## config.mk

```make
export PLATFORM = sky130hd
export DESIGN_NAME = serial_sub
export DESIGN_NICKNAME = d
export VERILOG_FILES = /design/src/rtl/serial_sub.sv
export SDC_FILE = /design/constraint.sdc
export NUM_CORES = 1
export LEC_CHECK = 0
export CAP_MARGIN = 30
export CORE_UTILIZATION = 45
export CTS_CLUSTER_SIZE = 30
export DETAILED_ROUTE_END_ITERATION = 6
export PLACE_DENSITY_LB_ADDON = 0.12
export SETUP_SLACK_MARGIN = 0.15
export SKIP_LAST_GASP = 1
export SYNTH_ARGS = -nofsm -noshare
export SYNTH_HDL_FRONTEND = slang
export SYNTH_SLANG_ARGS = --single-unit
```

## constraint.sdc

```tcl
create_clock -name clk -period 1.15 [get_ports clk]
set_input_delay 0.1725 -clock clk [delete_from_list [all_inputs] [get_ports clk]]
set_output_delay 0.1725 -clock clk [all_outputs]
set_load 0.005 [all_outputs]
```

## src/rtl/serial_sub.sv

```systemverilog
// serial_sub: bit-serial subtractor computing a - b - bin, LSB first, one bit
// per clock through a single full-subtractor cell and a registered borrow.
//
// Optional feature macro: SERIAL_SUB_OVF_EN adds the ovf output (signed
// two's-complement overflow of a - b - bin).
//
// Ports:
//   clk        rising-edge clock
//   rst_n      asynchronous active-low reset
//   in_valid   operands valid
//   in_ready   block can accept operands (IDLE)
//   a, b       minuend / subtrahend, unsigned, WIDTH bits
//   bin        borrow in
//   out_valid  result valid (DONE)
//   out_ready  consumer accepts result
//   diff       (a - b - bin) mod 2^WIDTH
//   bout       borrow out, 1 iff a < b + bin
//   busy       high in RUN or DONE
//   ovf        signed overflow (only with SERIAL_SUB_OVF_EN)
module serial_sub #(
    parameter int unsigned WIDTH = 8
) (
    input  logic             clk,
    input  logic             rst_n,
    input  logic             in_valid,
    output logic             in_ready,
    input  logic [WIDTH-1:0] a,
    input  logic [WIDTH-1:0] b,
    input  logic             bin,
    output logic             out_valid,
    input  logic             out_ready,
    output logic [WIDTH-1:0] diff,
    output logic             bout,
    output logic             busy
`ifdef SERIAL_SUB_OVF_EN
    ,
    output logic             ovf
`endif
);

    localparam int unsigned CW = $clog2(WIDTH);

    typedef enum logic [1:0] {
        IDLE = 2'd0,
        RUN  = 2'd1,
        DONE = 2'd2
    } state_t;

    state_t          state;
    state_t          state_nxt;
    logic [WIDTH-1:0] a_sh;
    logic [WIDTH-1:0] b_sh;
    logic            borrow;
    logic [CW-1:0]   cnt;

    logic            ai;
    logic            bi;
    logic            d;
    logic            borrow_nxt;
    logic            last;

    // Single full-subtractor cell on the current LSBs
    always_comb begin
        ai         = a_sh[0];
        bi         = b_sh[0];
        d          = ai ^ bi ^ borrow;
        borrow_nxt = (~ai & bi) | (~(ai ^ bi) & borrow);
        last       = (cnt == CW'(WIDTH - 1));
    end

    // Next-state decode
    always_comb begin
        state_nxt = state;
        case (state)
            IDLE:    if (in_valid)  state_nxt = RUN;
            RUN:     if (last)      state_nxt = DONE;
            DONE:    if (out_ready) state_nxt = IDLE;
            default:                state_nxt = IDLE;
        endcase
    end

    // Handshake flags decode directly from the state register
    assign in_ready  = (state == IDLE);
    assign busy      = (state != IDLE);
    assign out_valid = (state == DONE);

    // State register and serial datapath
    always_ff @(posedge clk or negedge rst_n) begin
        if (!rst_n) begin
            state  <= IDLE;
            a_sh   <= '0;
            b_sh   <= '0;
            borrow <= 1'b0;
            cnt    <= '0;
            diff   <= '0;
            bout   <= 1'b0;
`ifdef SERIAL_SUB_OVF_EN
            ovf    <= 1'b0;
`endif
        end else begin
            state <= state_nxt;
            case (state)
                IDLE: begin
                    if (in_valid) begin
                        a_sh   <= a;
                        b_sh   <= b;
                        borrow <= bin;
                        cnt    <= '0;
                    end
                end
                RUN: begin
                    a_sh   <= a_sh >> 1;
                    b_sh   <= b_sh >> 1;
                    borrow <= borrow_nxt;
                    diff   <= {d, diff[WIDTH-1:1]};
                    cnt    <= cnt + CW'(1);
                    if (last) begin
                        bout <= borrow_nxt;
`ifdef SERIAL_SUB_OVF_EN
                        // Borrow into MSB xor borrow out of MSB
                        ovf  <= borrow ^ borrow_nxt;
`endif
                    end
                end
                default: ;
            endcase
        end
    end

endmodule

```

==> results of run 1 <==
==> through the flow <==
step / hold slack [ps] / cells
CTS: 199.3 / 260
global route: 196.4 / 273
global placement: 455.8 / 236
floorplan: -123.1 / 156
finish: 194.9 / 273
detailed placement: 466.2 / 236
==> synth_stat cells (all sizes together) <==
library cell and number:
dfrtp 31, a22o 2, mux2i 1, o21ai 7
nor2b 2, or3 1, nor2 6, or2 2
buf 11, nand3b 1, inv 5, nand2b 2
nor3 33, o32ai 3, o31ai 2, fa 1
o22ai 14, clkbuf 1, a221oi 1, nand2 28
ha 2
==> cell families (layout without fill, tap and decap cells) <==
logic type,Yosys count,in the layout,synth area share (%)
AO/OA/AOI/OAI,29,29,12.46
multiplexers,1,1,0.6558
buffers and inverters,17,89,7.294
adder cells (fa/ha/maj),3,3,2.951
flip-flops,31,31,50.82
AND/OR/NAND/NOR,75,76,25.82
==> placed cells by master (no fill, tap or decap), drive strengths merged <==
| master | count |
|---|---|
| buf | 56 |
| nor3 | 33 |
| dfrtp | 31 |
| nand2 | 28 |
| clkdlybuf4s50 | 20 |
| o22ai | 14 |
| clkbuf | 8 |
| o21ai | 7 |
| nor2 | 6 |
| inv | 5 |
| nand2b | 3 |
| o32ai | 3 |
| or2 | 2 |
| a22o | 2 |
| nor2b | 2 |
| o31ai | 2 |
| ha | 2 |
| nand3b | 1 |
| or3 | 1 |
| a221oi | 1 |
| mux2i | 1 |
| fa | 1 |
==> layout make-up <==
class	count	share of cell area (%)
repair buffers	76	27.82
well taps	44	2.166
multi-input cells	109	35.94
flip-flops and latches	31	30.53
clock buffers	8	2.708
inverters	5	0.8370
==> sequential cells by signal, indices dropped and copies added (netlist names) <==
| register | cells |
|---|---|
| diff | 8 |
| cnt | 3 |
| a_sh | 8 |
| borrow | 1 |
| b_sh | 8 |
| bout | 1 |
| state | 2 |
==> layer usage <==
layer,vias to the layer above,part of all wire [%]
met2,44,54
met3,16,3.8
li1,698,-
met1,753,38
met4,0,3.4
met5,-,0
==> power by group through the flow <==
stage	clock, W	combinational [W]	sequential, W
global placement	0	0.00244	0.00202
detailed placement	0	0.00256	0.00205
CTS	0.000761	0.00313	0.00203
global route	0.000810	0.00401	0.00212
floorplan	0	0.00170	0.00197
finish	0.000747	0.00372	0.00207
==> repair_timing <==
action,CTS,global route
buffers inserted,14,13
setup endpoints to repair,43,43
cloned,2,0
pin swaps,3,7
gates resized for setup,68,28
==> path summary, 6_finish.rpt <==
| kind | slack [ps] | end | depth (start not counted) |
|---|---|---|---|
| max | -290 | in_ready | 4 |
| min | 190 | state[1] | 2 |
| max reg2reg | -240 | cnt[2] | 6 |
| min reg2reg | 480 | diff[0] | 2 |
| max in group asynchronous | 780 | a_sh[2] | 2 |
| min in group clk | 410 | a_sh[7] | 3 |
==> metrics.md, run 1 <==
| Metric | Value |
|---|---|
| Clk sinks | `31` |
| Footprint of the multi-input gates | `913.4 um2` |
| Critical path startpoint | `state[0]` |
| Critical path required time | `980 ps` |
| DRC viols | `0` |
| Register area share after synthesis | `50.82%` |
| IO Port Bufs | `32` |
| Area contributors post-synth | `dfrtp_1 (51%), nor3_1 (8.2%), nand2_1 (6.9%)` |
| Net Sw Frac | `38.49%` |
| Power share of the sequential group | `31.6%` |
| Post-Syn Area | `1526 um2` |
| Fmax | `693.1 MHz` |
| Initial core utilization | `48.80%` |
| #FFs+latches synth | `31` |
| Pin count of the biggest net entering global routing | `32` |
| N_diodes | `0` |
| Clk Latency, worst-skew pair | `340 ps` |
| Num CTS Buffers | `5` |
| Post-route clock skew | `7.781 ps` |
| Worst setup EP type | `primary output` |
| GR Util met2 | `46.31%` |
| First-pass GRT wire length | `6.589 mm` |
| H-tree lvl count | `2` |
| Max Cap Viol | `0` |
| Slew HR | `78.82%` |
| Static leakage | `1.130 nW` |
| Syn_nets | `180` |
| Crit Path Class | `flip-flop to primary output` |
| Pre-CTS setup slack | `-332.4 ps` |
| Clk pin slew, worst setup/hold paths | `100 ps` |
| Setup WS post-layout | `-292.7 ps` |
| Final instance area | `2541 um2` |
| Peak VDD IR | `1146 uV` |
| Placed standard-cell area | `2054 um2` |
| Family with the most delay on the worst path | `flip-flops` |
| Final setup viols | `34` |
| Minimum clock period | `1443 ps` |
| Drt first pass iters | `4` |
| Vias | `1511` |
| Pwr/cell area | `2571 nW/um2` |
| TritonCTS clock tree | `done` |
| Worst path cell trace | `buf_6, or2_4, inv_2, buf_2` |
| Critical Path Max Stage Delay | `420 ps` |
| Final core occ | `81.24%` |
| Worst-Margin Slew | `316.8 ps` |
| Hold Vio Cnt, Final | `0` |
| Chip height | `60.24 um` |
| Post-Syn Instances | `156` |
| CTS Buffer Depth | `2` |
| Total power | `0.006533 W` |
| Hold-fix buffers, CTS | `0` |
| CTS Root Buffer Type | `clkbuf_4` |
| Gr usage total | `25.59%` |
| Detailed Route Iter0 Violations | `89` |
| I/O pin count | `33` |
| Number of global-route vias before repair | `1502` |
| Comb power frac | `57.0%` |
| Total negative setup slack | `-5854 ps` |
| Register area | `775.7 um2` |
| Core area | `3128 um2` |
| Status | `finished, violations left` |
| Final net count | `252` |
| P_sw | `0.002514 W` |
| RSZ-0062 raised after global routing | `yes` |
| DRT antenna net count | `0` |
| Clk pwr share | `11.4%` |
| Internal power | `0.004019 W` |
| Yosys top cell area share | `50.82%` |
| Slew Limit Fails | `0` |
| Met1 global-route usage | `27.98%` |
| Worst EP arrival | `1270 ps` |
| Cell row count | `20` |
| GPL Wtd Cong | `0.8076` |
| Worst path bufs/invs | `3` |
| Slowest cell on crit path | `dfrtp_1` |
| Routed length per instance | `16.75 um` |
| Met3 Track Usage GR | `4.329%` |
| Hpwl dp | `2.537 mm` |
| Avg Vias per Cell | `5.535` |
| Launch point of the worst reg-to-reg path | `state[0]` |
| Die extent in x | `60.24 um` |
| Hold Crit Class | `input pin to asynchronous set/reset pin` |
| GRT busiest layer | `met2` |
| Fin crit share | `125.5%` |
| CP max FO | `2` |
| Syn. warnings | `0` |
| Fillers | `181` |
| CP Launch Type | `flip-flop` |
| Routed wire length | `4.572 mm` |
| Grt ovf | `0` |
| Die area | `3629 um2` |
| Initial antenna violation count | `0` |
| Syn_area_per_cell | `9.785 um2` |
| Post-synth top area cell | `dfrtp_1` |
| Failing checks | `negative setup slack` |
| Count of different cell masters after synthesis | `27` |
| Layout cells sized above 1 | `50.66%` |
| Area Overhead vs Synth | `66.48%` |
No activity file was read; power rests on OpenSTA's default activity.
==> inputs of run 2 (changes only) <==
Settings changed: CTS_CLUSTER_DIAMETER from default to 200, HOLD_SLACK_MARGIN from default to 0.12, PLACE_DENSITY from default to 0.85, PLACE_DENSITY_LB_ADDON 0.12 to default.
==> run 2 against run 1 <==
Net effect: the run still ends with negative setup slack left; register-to-register slack about the same; non-clock buffer count decreased by 8; sequential cell count stayed put; first-iteration DRC count fell by 21%; global-route usage up 4.5 points; clock-buffer cell count decreased by 2; via count rose by 6.2%; critical path depth increased by 1; die area unchanged; largest cell class unchanged.
==> metrics.md, run 2 (synthesis gave the netlist of run 1 again) <==
| Metric | Value |
|---|---|
| R2R depth | `5 (-1)` |
| Routed wire length | `5.194 mm (+14%)` |
| Critical path startpoint | `state[1]` |
| Post-route clock skew | `9.854 ps (+2.073 ps)` |
| Die area | `3629 um2 (unchanged)` |
| DRC viols | `0 (unchanged)` |
| Failing checks | `negative setup slack` |
| RSZ-0062 raised after global routing | `yes` |
| Critical Path Max Stage Delay | `430 ps (about the same)` |
| Vias | `1605 (+6.2%)` |
| Hold Vio Cnt, Final | `0 (unchanged)` |
| Final instance area | `2560 um2 (+0.74%)` |
| Hold Crit Class | `input pin to asynchronous set/reset pin` |
| Pwr/cell area | `2598 nW/um2 (+1.1%)` |
| IO Port Bufs | `32 (unchanged)` |
| Routed length per instance | `19.38 um (+16%)` |
| Gr usage total | `30.10% (+4.5 points)` |
| Num CTS Buffers | `5 (unchanged)` |
| CTS Buffer Depth | `2 (unchanged)` |
| Worst path cell trace | `buf_6, buf_6, inv_4, nor2_4, buf_2` |
| Pre-CTS setup slack | `-305.9 ps (+26.47 ps)` |
| Detailed Route Iter0 Violations | `70 (-21%)` |
| Slowest cell on crit path | `dfrtp_1` |
| Setup WS post-layout | `-242.7 ps (+50.01 ps)` |
| Cell Count, Final, Fillers Out | `268 (-1.8%)` |
| I/O pin count | `33 (unchanged)` |
| Final setup viols | `33 (-2.9%)` |
| Final core occ | `81.84% (+0.60 points)` |
| GPL Wtd Cong | `0.8094 (+0.22%)` |
| CTS Root Buffer Type | `clkbuf_4` |
| Launch point of the worst reg-to-reg path | `state[1]` |
| Status | `finished, violations left` |
| Most frequent cells in the layout | `dfrtp_1 (30), nand2_1 (26), buf_4 (24), nor3_2 (22), clkdlybuf4s50_1 (20)` |
| Peak VDD IR | `1798 uV (+57%)` |
| Biggest registers after layout | `a_sh x8, b_sh x8, diff x8` |
| Minimum clock period | `1393 ps (-50.01 ps)` |
| Drt first pass iters | `6 (+2)` |
| First-pass GRT wire length | `7.672 mm (+16%)` |
| Placed standard-cell area | `2047 um2 (-0.37%)` |
| CP max FO | `2 (unchanged)` |
| Fmax | `718.0 MHz (+3.6%)` |
| Die extent in x | `60.24 um (unchanged)` |
| Clk pin slew, worst setup/hold paths | `110 ps (about the same)` |
| Crit Path Class | `flip-flop to primary output` |
| TritonCTS clock tree | `done` |
| DRT antenna net count | `0 (unchanged)` |
| Fin crit share | `121.1% (-4.3 points)` |
| Area Overhead vs Synth | `67.71%` |
| Cell row count | `20 (unchanged)` |
| Critical path required time | `980 ps (about the same)` |
| Grt ovf | `0 (unchanged)` |
| Worst setup EP type | `primary output` |
| Initial core utilization | `48.80% (unchanged)` |
| Final net count | `247 (-2.0%)` |
| Hpwl dp | `2.682 mm (+5.7%)` |
| Avg Vias per Cell | `5.989 (+8.2%)` |
| Cell mode on critical path | `buf_6` |
| Chip height | `60.24 um (unchanged)` |
| Slew HR | `74.86% (-4.0 points)` |
| Worst R2R Setup Slack | `-230 ps (about the same)` |
| Most common cell after layout, fill and taps aside | `dfrtp_1` |
| H-tree lvl count | `2 (unchanged)` |
| Layout cells sized above 1 | `54.91% (+4.3 points)` |
| Slew Limit Fails | `0 (unchanged)` |
| CP Launch Type | `flip-flop` |
| Core area | `3128 um2 (unchanged)` |
| N_diodes | `0 (unchanged)` |
| Worst-Margin Slew | `375.9 ps (+59.13 ps)` |
| Pin count of the biggest net entering global routing | `32 (unchanged)` |
| Max Cap Viol | `0 (unchanged)` |
| Number of global-route vias before repair | `1719 (+14%)` |
| Clk Latency, worst-skew pair | `350 ps (about the same)` |
| Worst EP arrival | `1220 ps (-50 ps)` |
| Clk sinks | `31 (unchanged)` |
| Placed instance count | `235 (-0.42%)` |
| Initial antenna violation count | `0 (unchanged)` |
| Hold-fix buffers, CTS | `0 (unchanged)` |
| Static leakage | `1.126 nW (-0.29%)` |
==> run 2: worst paths after layout <==
kind                                  end
min in group clk                  b_sh[7]
worst max-delay path            out_valid
worst max register to register    a_sh[0]
max in group asynchronous          cnt[0]
worst min register to register     cnt[0]
worst min-delay path              b_sh[4]
==> run 2: stage by stage <==
| stage | total power (W) | hold slack (ps) | setup TNS (ps) |
|---|---|---|---|
| floorplan | 0.003679 | -123.1 | 0 |
| CTS | 0.006128 | 202.5 | -4154 |
| global placement | 0.004369 | 455.5 | -4534 |
| global route | 0.006984 | 178.4 | -5940 |
| finish | 0.006651 | 182.8 | -5591 |
| detailed placement | 0.004604 | 490.3 | -5919 |
==> run 2: what timing repair did <==
action | 4_1_cts | 5_1_grt
buffers inserted | 15 | 5
setup endpoints to repair | 43 | 43
resized for setup | 84 | 22
cloned | 4 | 1
hold endpoints to repair | 0 | 0
pin swaps | 12 | 9
==> run 2: final cells by class <==
class                           instances  area, um2
Multi-Input combinational cell        112      985.9
Sequential cell                        31      777.0
Timing Repair Buffer                   68      634.4
Fill cell                             173      568.0
Tap cell                               44      55.05
Clock buffer                            6      51.30
Clock inverter                          2      35.03
Inverter                                5      21.27
==> run 2: worst max-delay path, delay by kind of cell, from the launching register on <==
kind | cells | cell delay [ps]
buf+inv | 4 | 410
flops | 1 | 430
simple gates | 1 | 30
==> run 2: per-layer routing <==
metal	up-vias	GRT usage [%]	share of wire (%)
met5	-	0	0
met4	0	19.27	3.1
met3	24	7.792	6.4
met2	84	54.16	54
met1	806	30.28	36
li1	691	-	-
==> run 2: report_power, final <==
group / internal [W] / total [W] / switching (W)
Combinational: 0.00191 / 0.00363 / 0.00172
Clock: 0.000513 / 0.000937 / 0.000423
Sequential: 0.00160 / 0.00209 / 0.000487
Total: 0.00402 / 0.00665 / 0.00263
